File: src/rtl/adc_sequencer_if.sv
// ADC control handshake between the sequencer (master) and the analogue ADC (slave).
interface adc_sequencer_if;
   logic        ADC_START;
   logic [4:0]  ADC_CHNUM;
   logic        ADC_CALIBRATE;
   logic        ADC_BUSY;
   logic        ADC_DATAVALID;
   logic [11:0] ADC_RESULT;

   modport master (
      output ADC_START, ADC_CHNUM,
      input  ADC_CALIBRATE, ADC_BUSY, ADC_DATAVALID, ADC_RESULT
   );

   modport slave (
      input  ADC_START, ADC_CHNUM,
      output ADC_CALIBRATE, ADC_BUSY, ADC_DATAVALID, ADC_RESULT
   );
endinterface

File: src/rtl/adc_sequencer.sv
// Autonomous ADC channel sweeper: strobes the monitor quad, starts a conversion,
// stores each result in a 32x12 result RAM and streams it out as a sample pulse.
module adc_sequencer #(
   parameter int unsigned STROBE_CYCLES  = 16,
   parameter int unsigned TIMEOUT_CYCLES = 4096,
   parameter int unsigned TIMEOUT_W      = 12
) (
   input  logic                  SYS_CLK,
   input  logic                  SYS_RESET_N,
   input  logic                  enable,
   input  logic [31:0]           channel_mask,
   adc_sequencer_if.master       adc,
   output logic [9:0]            cmstrb,
   output logic [9:0]            tmstrb,
   output logic                  tmstrb_int,
   input  logic [4:0]            rd_addr,
   output logic [11:0]           rd_data,
   output logic                  sample_valid,
   output logic [4:0]            sample_chnum,
   output logic [11:0]           sample_value,
   output logic                  sweep_done,
   output logic                  timeout_err,
   input  logic                  err_clear
);

   typedef enum logic [2:0] {
      CAL_WAIT, SCAN, STROBE, START, WAIT_DV, NEXT, IDLE
   } state_t;

   // Counters run down to zero, so load one less than the cycle count.
   localparam logic [TIMEOUT_W-1:0] STROBE_LOAD  = TIMEOUT_W'(STROBE_CYCLES - 1);
   localparam logic [TIMEOUT_W-1:0] TIMEOUT_LOAD = TIMEOUT_W'(TIMEOUT_CYCLES - 1);

   state_t               state;
   logic [4:0]           ptr;
   logic [4:0]           chnum;
   logic [TIMEOUT_W-1:0] cnt;
   logic                 start_q;
   logic [11:0]          ram [32];

   logic [63:0]          mask_dbl;
   logic [31:0]          mask_rot;
   logic [4:0]           hit_off;
   logic [4:0]           hit_ch;
   logic [4:0]           top_ch;
   logic                 mask_any;
   logic [20:0]          hit_strb;
   logic                 ram_we;

   // Strobe vector {tmstrb_int, tmstrb[9:0], cmstrb[9:0]} for a channel.
   function automatic logic [20:0] strobe_map(input logic [4:0] ch);
      int unsigned idx;
      int unsigned q;
      int unsigned t;
      strobe_map = '0;
      if (ch == 5'd31) begin
         strobe_map = 21'(1) << 20;
      end else if (ch != 5'd0) begin
         idx = 32'(ch) - 32'd1;
         q   = idx / 3;
         t   = idx % 3;
         if (t == 1)      strobe_map = 21'(1) << q;
         else if (t == 2) strobe_map = 21'(1) << (q + 10);
      end
   endfunction

   // Wrap-around priority search from ptr, plus highest enabled channel.
   always_comb begin
      mask_dbl = {channel_mask, channel_mask};
      mask_rot = 32'(mask_dbl >> ptr);
      hit_off  = '0;
      for (int i = 31; i >= 0; i--) begin
         if (mask_rot[i]) hit_off = 5'(i);
      end
      top_ch = '0;
      for (int i = 0; i < 32; i++) begin
         if (channel_mask[i]) top_ch = 5'(i);
      end
   end

   assign mask_any = |channel_mask;
   assign hit_ch   = ptr + hit_off;
   assign hit_strb = strobe_map(hit_ch);

   assign adc.ADC_START = start_q;
   assign adc.ADC_CHNUM = chnum;

   always_ff @(posedge SYS_CLK or negedge SYS_RESET_N) begin
      if (!SYS_RESET_N) begin
         state        <= CAL_WAIT;
         ptr          <= '0;
         chnum        <= '0;
         cnt          <= '0;
         start_q      <= 1'b0;
         cmstrb       <= '0;
         tmstrb       <= '0;
         tmstrb_int   <= 1'b0;
         sample_valid <= 1'b0;
         sample_chnum <= '0;
         sample_value <= '0;
         sweep_done   <= 1'b0;
         timeout_err  <= 1'b0;
      end else begin
         start_q      <= 1'b0;
         sample_valid <= 1'b0;
         sweep_done   <= 1'b0;
         // A timeout later in this block overrides the clear.
         if (err_clear) timeout_err <= 1'b0;

         case (state)
            CAL_WAIT: begin
               if (!adc.ADC_CALIBRATE && enable) state <= SCAN;
            end
            SCAN: begin
               if (adc.ADC_CALIBRATE) begin
                  state <= CAL_WAIT;
               end else if (!mask_any) begin
                  state <= IDLE;
               end else begin
                  chnum                       <= hit_ch;
                  cnt                         <= STROBE_LOAD;
                  {tmstrb_int, tmstrb, cmstrb} <= hit_strb;
                  state                       <= (hit_strb == '0) ? START : STROBE;
               end
            end
            STROBE: begin
               // Last strobe cycle issues the start directly unless the ADC is busy.
               if (cnt != '0) begin
                  cnt <= cnt - TIMEOUT_W'(1);
               end else if (adc.ADC_BUSY) begin
                  state <= START;
               end else begin
                  start_q <= 1'b1;
                  cnt     <= TIMEOUT_LOAD;
                  state   <= WAIT_DV;
               end
            end
            START: begin
               if (!adc.ADC_BUSY) begin
                  start_q <= 1'b1;
                  cnt     <= TIMEOUT_LOAD;
                  state   <= WAIT_DV;
               end
            end
            WAIT_DV: begin
               if (adc.ADC_DATAVALID) begin
                  sample_valid                 <= 1'b1;
                  sample_chnum                 <= chnum;
                  sample_value                 <= adc.ADC_RESULT;
                  {tmstrb_int, tmstrb, cmstrb} <= '0;
                  state                        <= NEXT;
               end else if (cnt == '0) begin
                  timeout_err                  <= 1'b1;
                  {tmstrb_int, tmstrb, cmstrb} <= '0;
                  state                        <= NEXT;
               end else begin
                  cnt <= cnt - TIMEOUT_W'(1);
               end
            end
            NEXT: begin
               if (mask_any && chnum == top_ch) sweep_done <= 1'b1;
               ptr   <= chnum + 5'd1;
               state <= enable ? SCAN : IDLE;
            end
            IDLE: begin
               {tmstrb_int, tmstrb, cmstrb} <= '0;
               if (adc.ADC_CALIBRATE)          state <= CAL_WAIT;
               else if (enable && mask_any)    state <= SCAN;
            end
            default: state <= CAL_WAIT;
         endcase
      end
   end

   assign ram_we = (state == WAIT_DV) && adc.ADC_DATAVALID;

   // Result RAM holds no reset; read-during-write returns the old word.
   always_ff @(posedge SYS_CLK) begin
      if (ram_we) ram[chnum] <= adc.ADC_RESULT;
   end

   always_ff @(posedge SYS_CLK or negedge SYS_RESET_N) begin
      if (!SYS_RESET_N) rd_data <= '0;
      else              rd_data <= ram[rd_addr];
   end

endmodule
File: src/flat_wrapper.sv
// flat-port wrapper written by rule: the top's interface ports become plain ports
module adc_sequencer_flat 
#(
   parameter int unsigned STROBE_CYCLES  = 16,
   parameter int unsigned TIMEOUT_CYCLES = 4096,
   parameter int unsigned TIMEOUT_W      = 12
)
  (SYS_CLK, SYS_RESET_N, enable, channel_mask, cmstrb, tmstrb, tmstrb_int, rd_addr, rd_data, sample_valid, sample_chnum, sample_value, sweep_done, timeout_err, err_clear, adc_ADC_START, adc_ADC_CHNUM, adc_ADC_CALIBRATE, adc_ADC_BUSY, adc_ADC_DATAVALID, adc_ADC_RESULT);
  adc_sequencer_if adc_i ();
  input  logic SYS_CLK;
  input  logic SYS_RESET_N;
  input  logic enable;
  input  logic [31:0] channel_mask;
  output logic [9:0] cmstrb;
  output logic [9:0] tmstrb;
  output logic tmstrb_int;
  input  logic [4:0] rd_addr;
  output logic [11:0] rd_data;
  output logic sample_valid;
  output logic [4:0] sample_chnum;
  output logic [11:0] sample_value;
  output logic sweep_done;
  output logic timeout_err;
  input  logic err_clear;
  output wire logic [$bits(adc_i.ADC_START)-1:0] adc_ADC_START;
  output wire logic [$bits(adc_i.ADC_CHNUM)-1:0] adc_ADC_CHNUM;
  input wire logic [$bits(adc_i.ADC_CALIBRATE)-1:0] adc_ADC_CALIBRATE;
  input wire logic [$bits(adc_i.ADC_BUSY)-1:0] adc_ADC_BUSY;
  input wire logic [$bits(adc_i.ADC_DATAVALID)-1:0] adc_ADC_DATAVALID;
  input wire logic [$bits(adc_i.ADC_RESULT)-1:0] adc_ADC_RESULT;
  assign adc_ADC_START = adc_i.ADC_START;
  assign adc_ADC_CHNUM = adc_i.ADC_CHNUM;
  assign adc_i.ADC_CALIBRATE = adc_ADC_CALIBRATE;
  assign adc_i.ADC_BUSY = adc_ADC_BUSY;
  assign adc_i.ADC_DATAVALID = adc_ADC_DATAVALID;
  assign adc_i.ADC_RESULT = adc_ADC_RESULT;
  adc_sequencer #(.STROBE_CYCLES(STROBE_CYCLES), .TIMEOUT_CYCLES(TIMEOUT_CYCLES), .TIMEOUT_W(TIMEOUT_W)) u_core (.SYS_CLK(SYS_CLK), .SYS_RESET_N(SYS_RESET_N), .enable(enable), .channel_mask(channel_mask), .adc(adc_i), .cmstrb(cmstrb), .tmstrb(tmstrb), .tmstrb_int(tmstrb_int), .rd_addr(rd_addr), .rd_data(rd_data), .sample_valid(sample_valid), .sample_chnum(sample_chnum), .sample_value(sample_value), .sweep_done(sweep_done), .timeout_err(timeout_err), .err_clear(err_clear));
endmodule
File: config.mk
export PLATFORM = sky130hd
export DESIGN_NAME = adc_sequencer_flat
export DESIGN_NICKNAME = d
export VERILOG_FILES = /design/src/rtl/adc_sequencer_if.sv /design/src/rtl/adc_sequencer.sv /design/src/flat_wrapper.sv
export SDC_FILE = /design/constraint.sdc
export NUM_CORES = 1
export LEC_CHECK = 0
export CORE_ASPECT_RATIO = 0.6
export CORE_MARGIN = 2
export CORE_UTILIZATION = 30
export DETAILED_ROUTE_END_ITERATION = 10
export PLACE_DENSITY_LB_ADDON = 0.05
export SYNTH_ARGS = -nofsm -noshare
export SYNTH_HDL_FRONTEND = slang
export SYNTH_SLANG_ARGS = --single-unit
File: constraint.sdc
create_clock -name SYS_CLK -period 22.4 [get_ports SYS_CLK]
set_clock_uncertainty 0.2 [all_clocks]
set_input_delay 2.24 -clock SYS_CLK [delete_from_list [all_inputs] [get_ports SYS_CLK]]
set_output_delay 2.24 -clock SYS_CLK [all_outputs]
set_load 0.01 [all_outputs]
# After elaboration in Yosys (flattened, before gate mapping)
# Memories as Yosys holds them, arrays and structs flattened. A register that Yosys moved wholly into a read port is not among the register bits.
# Cells that the tools add are included.
dict set report totals {
  mem_count 1
  romBits 0
  wordCells 176
  register_bits 67
  latch_bits 0
  ramBits 384
}
# memory depth word_bits read_ports rd_clocked_by_memory_dff write_ports line
set mem_list {}
lappend mem_list {u_core.ram 32 12 1 1 1 adc_sequencer.sv:39} ;# logic [11:0] ram [32];
dict set report op_classes {
  shifts 3
  muxes 113
  eq_ne 19
  multipliers 0
  bitwise_logic 1
  div_mod_pow 2
  n_lt_le_gt_ge 0
  addsub 5
  reduce_logical 19
}
# cell count
set op_table {}
lappend op_table {{$mux W5} 48}
lappend op_table {{$mux W21} 4}
lappend op_table {{$mux W12} 6}
lappend op_table {{$shl A1 B32 Y21 const A} 2}
lappend op_table {{$shr A64 B5 Y32} 1}
lappend op_table {{$mux W10} 6}
lappend op_table {{$pmux W10 S3} 2}
lappend op_table {{$pmux W12 S4} 1}
lappend op_table {{$mux W3} 15}
lappend op_table {{$add A32 B4 Y32 const B} 1}
lappend op_table {{$div A32 B2 Y32 const B} 1}
lappend op_table {{$eq A32 B1 Y1 const B} 1}
lappend op_table {{$eq A32 B2 Y1 const B} 1}
lappend op_table {{$mod A32 B2 Y32 const B} 1}
lappend op_table {{$mux W4} 8}
lappend op_table {{$reduce_or A32 Y1} 1}
lappend op_table {{$logic_not A21 Y1} 1}
lappend op_table {{$pmux W3 S7} 1}
lappend op_table {{$mux W1} 18}
lappend op_table {{$logic_not A12 Y1} 1}
lappend op_table {{$reduce_bool A12 Y1} 1}
lappend op_table {{$sub A12 B1 Y12 const B} 1}
lappend op_table {{$ne A2 B2 Y1 const B} 5}
lappend op_table {{$reduce_and A5 Y1} 2}
lappend op_table {{other kinds (23)} 33}

# Longest topological paths before layout
# Gate-level depths: netlist of run 1.
dict set report logic_depth {
  ltp_word 47
  ltp_mapped 60
  depth_no_buf 52
}

# Worst setup path after synthesis of run 1
# Ideal clock, no wire load.
dict set report synth_path {
  path_type {input -> register}
  from {input port channel_mask[18]}
  to {register u_core.state[0]}
  t_arrival_ps 12344
  slack_ps 9725
  t_required_ps 22068
  stages 56
  setup_time_ps 132
  path_cell_list {clkbuf_1 > mux4_2 > mux4_2 > o2111ai_1 > o31a_1 > a31oi_1 > o211ai_1 > nand2b_1 > a21boi_0 > o21ai_0 > a211oi_1 > o21ai_0 > a21boi_0 > o21ai_0 > a21oi_1 > or3_1 > o21ai_0 > o21ai_0 > (+20 left out) > ha_1 > buf_1 > nand2b_1 > nor3_1 > mux2i_1 > and2_1 > o311ai_2 > ha_1 > nor2_1 > nand2_1 > a21oi_1 > a311oi_2 > nand3_2 > or4_4 > mux2_2 > a221o_1 > o311ai_1 > o41ai_1}
}
dict set report synth_between {
  elab_chain_cells 47
  elab_cells_between_ends 57
  cone_classes {add/sub (3); div (2); eq/ne (4); shift (3); mux (40); reduce/logical (5)}
}
# item line
set synth_rtl {}
lappend synth_rtl {{start: declaration} flat_wrapper.sv:13} ;# input logic [31:0] channel_mask;
lappend synth_rtl {{$shr A64 B5 Y32} adc_sequencer.sv:70} ;# mask_rot = 32'(mask_dbl >> ptr);
lappend synth_rtl {{$mux W5 (32 in a row)} adc_sequencer.sv:73} ;# if (mask_rot[i]) hit_off = 5'(i);
lappend synth_rtl {{$add A5 B5 Y5} adc_sequencer.sv:82} ;# assign hit_ch = ptr + hit_off;
lappend synth_rtl {{$sub A5 B1 Y6} adc_sequencer.sv:59} ;# idx = 32'(ch) - 32'd1;
lappend synth_rtl {{$div A32 B2 Y32} adc_sequencer.sv:60} ;# q = idx / 3;
lappend synth_rtl {{$add A32 B4 Y32} adc_sequencer.sv:63} ;# else if (t == 2) strobe_map = 21'(1) << (q + 10);
lappend synth_rtl {{$shl A1 B32 Y21} adc_sequencer.sv:63}
lappend synth_rtl {{$mux W21} adc_sequencer.sv:63}
lappend synth_rtl {{$mux W21} adc_sequencer.sv:62} ;# if (t == 1) strobe_map = 21'(1) << q;
lappend synth_rtl {{$mux W21} adc_sequencer.sv:58} ;# end else if (ch != 5'd0) begin
lappend synth_rtl {{$mux W21} adc_sequencer.sv:56} ;# if (ch == 5'd31) begin
lappend synth_rtl {{$logic_not A21 Y1} adc_sequencer.sv:123} ;# state <= (hit_strb == '0) ? START : STROBE;
lappend synth_rtl {{$mux W1} adc_sequencer.sv:123}
lappend synth_rtl {{$mux W3} adc_sequencer.sv:117} ;# end else if (!mask_any) begin
lappend synth_rtl {{$mux W3} adc_sequencer.sv:115} ;# if (adc.ADC_CALIBRATE) begin
lappend synth_rtl {{$pmux W3 S7} adc_sequencer.sv:110} ;# case (state)
lappend synth_rtl {{end signal: assignment} adc_sequencer.sv:123}
lappend synth_rtl {{end signal: assignment} adc_sequencer.sv:163} ;# state <= enable ? SCAN : IDLE;
lappend synth_rtl {{end: declaration} adc_sequencer.sv:34} ;# state_t state;
# Parallel ways exist; a longest one is shown, timed or not.
# A chain may end at the register's enable or synchronous reset.

# Final worst setup path of run 1
dict set report layout_path {
  from {input port channel_mask[20]}
  to {register u_core.state[0]}
}
# Same word-level chain as after synthesis.

==> run metrics, run 1 <==
status=completed; area delta synth->final=16.8%; vias in the first global route=around 15000; f_max=65.4 MHz; share of layout cells above drive strength 1=a little under a quarter; mux contribution to synthesized area=~22%; FF+latch count, synth=463; Final period util=68.2%; Die ar.=81900 um^2; Slew Limit Headroom=23.4%; hold_buf cts=0; # fillers=around 7600; first-pass GRT wire length=~110 mm; CP Capture Type=register; RSZ-0062 raised after global routing=false; die width=between 300 and 400 um; slowest CP cell=ha_1; Final TNS setup=0 ns; clock slew at reported path FFs=0.06 ns; Gate Count Post-Synth=1673; Synth area leader=edfxtp_1; PortBufs=between 100 and 150; Synth area leaders=edfxtp_1 (48%), mux4_2 (16%), dfrtp_1 (8.3%), mux2_2 (3.0%), nor2_1 (2.4%); CP Max Fanout=27; Vias=between 15000 and 20000; Yosys top cell area share=48.3%; drt drc=0; count of cell types in the netlist=100; gr usage total=a little under a fifth; largest family of logic cells by synthesized area=multiplexers; clock tree root driver cell=clkbuf_16; Detailed Route WL=around 77 mm; routed len/inst=26.4 um; Synth Net Count=between 1500 and 2000; initial antenna violation count=4; Clock Latency Late Sink=around 0.62 ns; CTS Buf Count=between 40 and 50; simple-gate portion of the synthesized area=9.53%; Initial Utilization=30.2%; top routing layer used=met4; endpoints failing setup=0; drt pass-1 iters=6; most common cell after layout, fill and taps aside=edfxtp_1; CTS HTree Levels=2; Cell Area, Synth=23900 um^2; routed wl met2=29.6 mm; met1 WL=approximately 40 mm; DR vias/cell=roughly 5.4; Detail Placement HPWL=approximately 52 mm; Max clock buf depth=3; synthesized-area fraction occupied by adder cells=0.975%; Hold Vio Cnt, Final=0; Row Count=80; xor/xnor cell area share of the yosys netlist=between 1 and 1.5%; CORE AREA=between 70000 and 80000 um^2; gpl congestion=0.858; Setup CP Type=in -> reg; grt ovf=0; Most Frequent Cell on Critical Path=o21ai_0; commonest non-fill, non-tap cells in the layout=edfxtp_1 (384), mux4_2 (174), nor2_1 (148); nets@finish=roughly 1900; initial drt markers=1678; number of max-cap violations=0; CP peak stage delay=about 0.87 ns; CP Launch Type=input port; number of enable flip-flop cells after synthesis=between 300 and 400; largest net degree at the start of global routing=58; ys flop type=edfxtp_1; minimum clock period=between 15 and 20 ns; Post-Syn Area per Cell=14.3 um^2; post-synthesis sequential area ratio=between 50% and 60%; fraction of registers with async set/reset=approximately 17%; worst-margin pin slew=roughly 1.1 ns; metal3 WL=5.30 mm; Crit path arrival time=about 16 ns; number of routed nets with antenna violations=0; required time of the critical path=between 20 and 25 ns; hold crit path type=reg -> reg; clk sinks=between 400 and 500; Synth warnings=0; Final Max Tran Viols=0; io pins=roughly 120; CTS tree=yes; chip height=223 um; # resized after CTS=0; Compound-Gate Fraction of Synth Area=7.76%; post-CTS setup buffers=0
## metal layers
layer  track usage, %  vias up
met1             31.4     8155
met3             3.89       57
met5                0        -
li1                 -     6908
met4             2.75        0
met2             24.2      502
## Yosys cell counts (14+ instances only)
library cell / instances
mux4_2: 174
o21ai_0: 72
ha_1: 17
or3_1: 16
inv_1: 34
nand2_1: 116
nor2_1: 153
mux2_2: 64
clkbuf_1: 75
nand3_1: 24
nor4_1: 16
mux2i_1: 48
dfrtp_1: 79
edfxtp_1: 384
nor2b_1: 18
buf_1: 19
o22ai_1: 14
nor3_1: 54
a21oi_1: 49
## area by class of cell
cell class / instances / area [um^2] / share of cell area (%)
Multi-Input combinational cell: 1068 / 9790 / 35.1
Sequential cell: 463 / 13500 / 48.4
Clock inverter: 33 / 295 / 1.06
Timing Repair Buffer: 174 / 1580 / 5.67
Clock buffer: 55 / 1250 / 4.48
Inverter: 36 / 135 / 0.484
Antenna cell: 2 / 5.00 / 0.0179
Tap cell: 1066 / 1330 / 4.78
## logic make-up (layout without fill, tap and decap cells)
family                     after synthesis  in the layout
AOI/OAI and AO/OA                      266            266
xor gates and xnor gates                21             21
adders and majority gates               18             18
buffers and inverters                  142            298
DFF                                    463            463
muxes                                  288            288
other                                    1              3
and+or+nand+nor                        474            474
## sequential cells by signal (all words and copies together), names as in the netlist, 5 cells and up
register / count
u_core.ram: 384
u_core.adc.ADC_CHNUM: 5
u_core.sample_value: 12
u_core.ptr: 5
u_core.tmstrb: 10
u_core.rd_data: 12
u_core.cmstrb: 10
u_core.cnt: 12
u_core.sample_chnum: 5
## worst paths after layout
check,startpoint,endpoint,slack (ns),cells after the start
worst max-delay path,channel_mask[20],u_core.state[0]$_DFFE_PN0P_,7.12,50
worst min-delay path,u_core.cmstrb[1]$_DFFE_PN0P_,u_core.cmstrb[1]$_DFFE_PN0P_,0.28,2
worst max register to register,u_core.ptr[3]$_DFFE_PN0P_,u_core.state[0]$_DFFE_PN0P_,8.25,50
worst min register to register,u_core.cmstrb[1]$_DFFE_PN0P_,u_core.cmstrb[1]$_DFFE_PN0P_,0.28,2
max in group asynchronous,SYS_RESET_N,u_core.ptr[3]$_DFFE_PN0P_,19.47,2
min in group asynchronous,SYS_RESET_N,u_core.sample_value[8]$_DFFE_PN0P_,1.41,1
## critical path: cells and delay by family
family / cells / cell delay, ns
adders and majority gates: 5 / 2.22
xor gates and xnor gates: 1 / 0.59
AOI/OAI and AO/OA: 20 / 4.05
muxes: 5 / 2.07
and+or+nand+nor: 16 / 3.42
buffers and inverters: 3 / 0.97
## per-stage QoR
stage	setup slack [ns]	std cells	util, %	hold WS, ns	instance area, um^2
6_report	7.12	2897	35.2	0.280	27900
5_1_grt	6.02	2895	35.2	0.326	27900
4_1_cts	7.31	2895	35.2	0.286	27900
3_5_place_dp	6.70	2807	33.3	0.272	26300
3_3_place_gp	7.07	2807	33.3	0.271	26300
2_1_floorplan	9.72	1673	-	0.287	23900
Power of run 1 is not shown: default switching activity piles up to over one toggle a cycle in this logic, so the estimate is an artifact.
==> run 2: changes to the inputs <==
clock period = 14.25 ns   (was 22.4 ns; I/O delays follow)
==> run metrics, run 2 (same netlist as run 1, synthesis figures left out) <==
initial antenna violation count=6 (was 4); Levels on crit path=53 (was 50); Worst R2R Setup Slack=1.48 ns (was 8.25 ns); Initial Utilization=30.2% (unchanged); max reg flops=384 (unchanged); share of layout cells above drive strength 1=23.0% (was 22.5%); Row Count=80 (unchanged); Final Max Tran Viols=0 (unchanged); vias in the first global route=15600 (was 15500); Setup CP Type=in -> reg (unchanged); Buf+Inv Stages, Crit Path=6 (was 3); Max clock buf depth=3 (unchanged); Post-Layout Cell Count=2906 (was 2897); hold crit path type=reg -> reg (unchanged); # fillers=7596 (was 7574); DR vias/cell=5.46 (was 5.39); gr usage total=18.8% (was 18.7%); Worst R2R Path Depth=53 (was 50); CTS HTree Levels=2 (unchanged); critical path's top delay family=compound AO/OA/AOI/OAI gates (unchanged); gpl congestion=0.898 (was 0.858); hold slack=0.289 ns (was 0.280 ns); commonest non-fill, non-tap cells in the layout=edfxtp_1 (384), mux4_2 (174), nor2_1 (148) (unchanged); status=completed (unchanged); Vias=15900 (was 15600); worst-margin pin slew=1.23 ns (was 1.15 ns); CORE AREA=79200 um^2 (unchanged); Most Frequent Cell on Critical Path=o21ai_0 (unchanged); Die ar.=81900 um^2 (unchanged); clock slew at reported path FFs=0.07 ns (was 0.06 ns); Biggest register=u_core.ram (unchanged); Diodes inserted=0 (was 2); nets@finish=1877 (was 1865); Final TNS setup=0 ns (unchanged); area delta synth->final=17.1% (was 16.8%); RSZ-0062 raised after global routing=false (unchanged); CP Launch Type=input port (unchanged); clk sinks=463 (unchanged); number of routed nets with antenna violations=0 (unchanged); post-CTS setup buffers=0 (unchanged); minimum clock period=approximately 13 ns; Detailed Route WL=76.8 mm (was 76.5 mm); number of max-cap violations=0 (unchanged); FF/Latch Area=13500 um^2 (unchanged); CP Max Fanout=14 (was 27); routed len/inst=26.4 um (about the same); Slew Limit Headroom=18.0% (was 23.4%); clock tree root driver cell=clkbuf_16 (unchanged); largest net degree at the start of global routing=59 (was 58); required time of the critical path=14.52 ns (was 22.69 ns); Final period util=92.1%; chip height=223 um (unchanged); CTS Buf Count=47 (was 48); crit path launch=channel_mask[20] (unchanged); initial drt markers=1761 (was 1678); Hold Vio Cnt, Final=0 (unchanged); io pins=115 (unchanged); drt drc=0 (unchanged); Crit Reg-Reg Endpoint=u_core.state[0]$_DFFE_PN0P_ (unchanged); Crit path arrival time=13.39 ns (was 15.56 ns); capture point of the worst path=u_core.state[0]$_DFFE_PN0P_ (unchanged); Clock Latency Late Sink=0.60 ns (was 0.62 ns); f_max=about 76 MHz; CP peak stage delay=0.74 ns (was 0.87 ns); grt ovf=0 (unchanged); placed instance count=2820 (was 2807); die width=368 um (unchanged); Detail Placement HPWL=53.2 mm (was 52.4 mm); area of the multi-input gates=9780 um^2 (was 9790 um^2); first-pass GRT wire length=113 mm (was 112 mm); CP Capture Type=register (unchanged); endpoints failing setup=0 (unchanged); hold path start=u_core.cmstrb[9]$_DFFE_PN0P_ (was u_core.cmstrb[1]$_DFFE_PN0P_); hold_buf cts=0 (unchanged); reg2reg start=u_core.ptr[3]$_DFFE_PN0P_ (unchanged); CTS tree=yes (unchanged); PortBufs=114 (unchanged); most common cell after layout, fill and taps aside=edfxtp_1 (unchanged); slowest CP cell=clkdlybuf4s50_1 (was ha_1); # resized after CTS=0 (unchanged); drt pass-1 iters=7 (was 6)
## run 2: changes by cell type in the layout (fill, tap and decap cells not counted), sizes merged
cell | previous run | this run
buf | 64 | 77
clkinv | 28 | 15
clkbuf | 55 | 67
bufinv | 4 | 2
diode | 2 | 0
inv | 37 | 38
## run 2: layer usage
layer | vias up | part of all wire, % | global-route usage (%)
met4 | 0 | 1.0 | 2.74
met2 | 590 | 38 | 23.7
met5 | - | 0 | 0
met1 | 8301 | 53 | 32.2
li1 | 6930 | - | -
met3 | 56 | 7.7 | 3.74
## run 2: how the worst min path moves through the flow
stage / endpoint / slack [ns] / cells past startpoint
6_report: u_core.cmstrb[9]$_DFFE_PN0P_ / 0.29 / 2
5_1_grt: u_core.cmstrb[3]$_DFFE_PN0P_ / 0.32 / 2
4_1_cts: u_core.cmstrb[9]$_DFFE_PN0P_ / 0.29 / 2
3_5_place_dp: u_core.cmstrb[9]$_DFFE_PN0P_ / 0.28 / 2
3_3_place_gp: u_core.cmstrb[9]$_DFFE_PN0P_ / 0.28 / 2
2_1_floorplan: u_core.cnt[1]$_DFFE_PN0P_ / 0.29 / 1
## run 2: stage by stage
stage	worst slack [ns]	util, %	cell area [um^2]
detailed placement	0.746	33.4	26500
CTS	1.43	35.3	28000
floorplan	2.39	-	23900
global placement	0.953	33.4	26500
global route	0.180	35.3	28000
finish	1.13	35.3	28000
## run 2: layout make-up
| type | count | area share, % |
|---|---|---|
| well taps | 1066 | 4.77 |
| repair buffers | 187 | 6.06 |
| multi-input cells | 1068 | 35.0 |
| clock inverters | 19 | 0.582 |
| flip-flops and latches | 463 | 48.3 |
| clock buffers | 67 | 4.80 |
| inverters | 36 | 0.483 |
## run 2: worst reg2reg max path: cells and delay by family (launching register included)
kind	cells	cell delay, ns
xor gates and xnor gates	1	0.54
adders and majority gates	5	1.62
DFF	1	0.86
and+or+nand+nor	12	2.41
buffers and inverters	6	1.30
AOI/OAI and AO/OA	23	3.88
muxes	6	1.87
Power of run 2 is left out for the same reason.
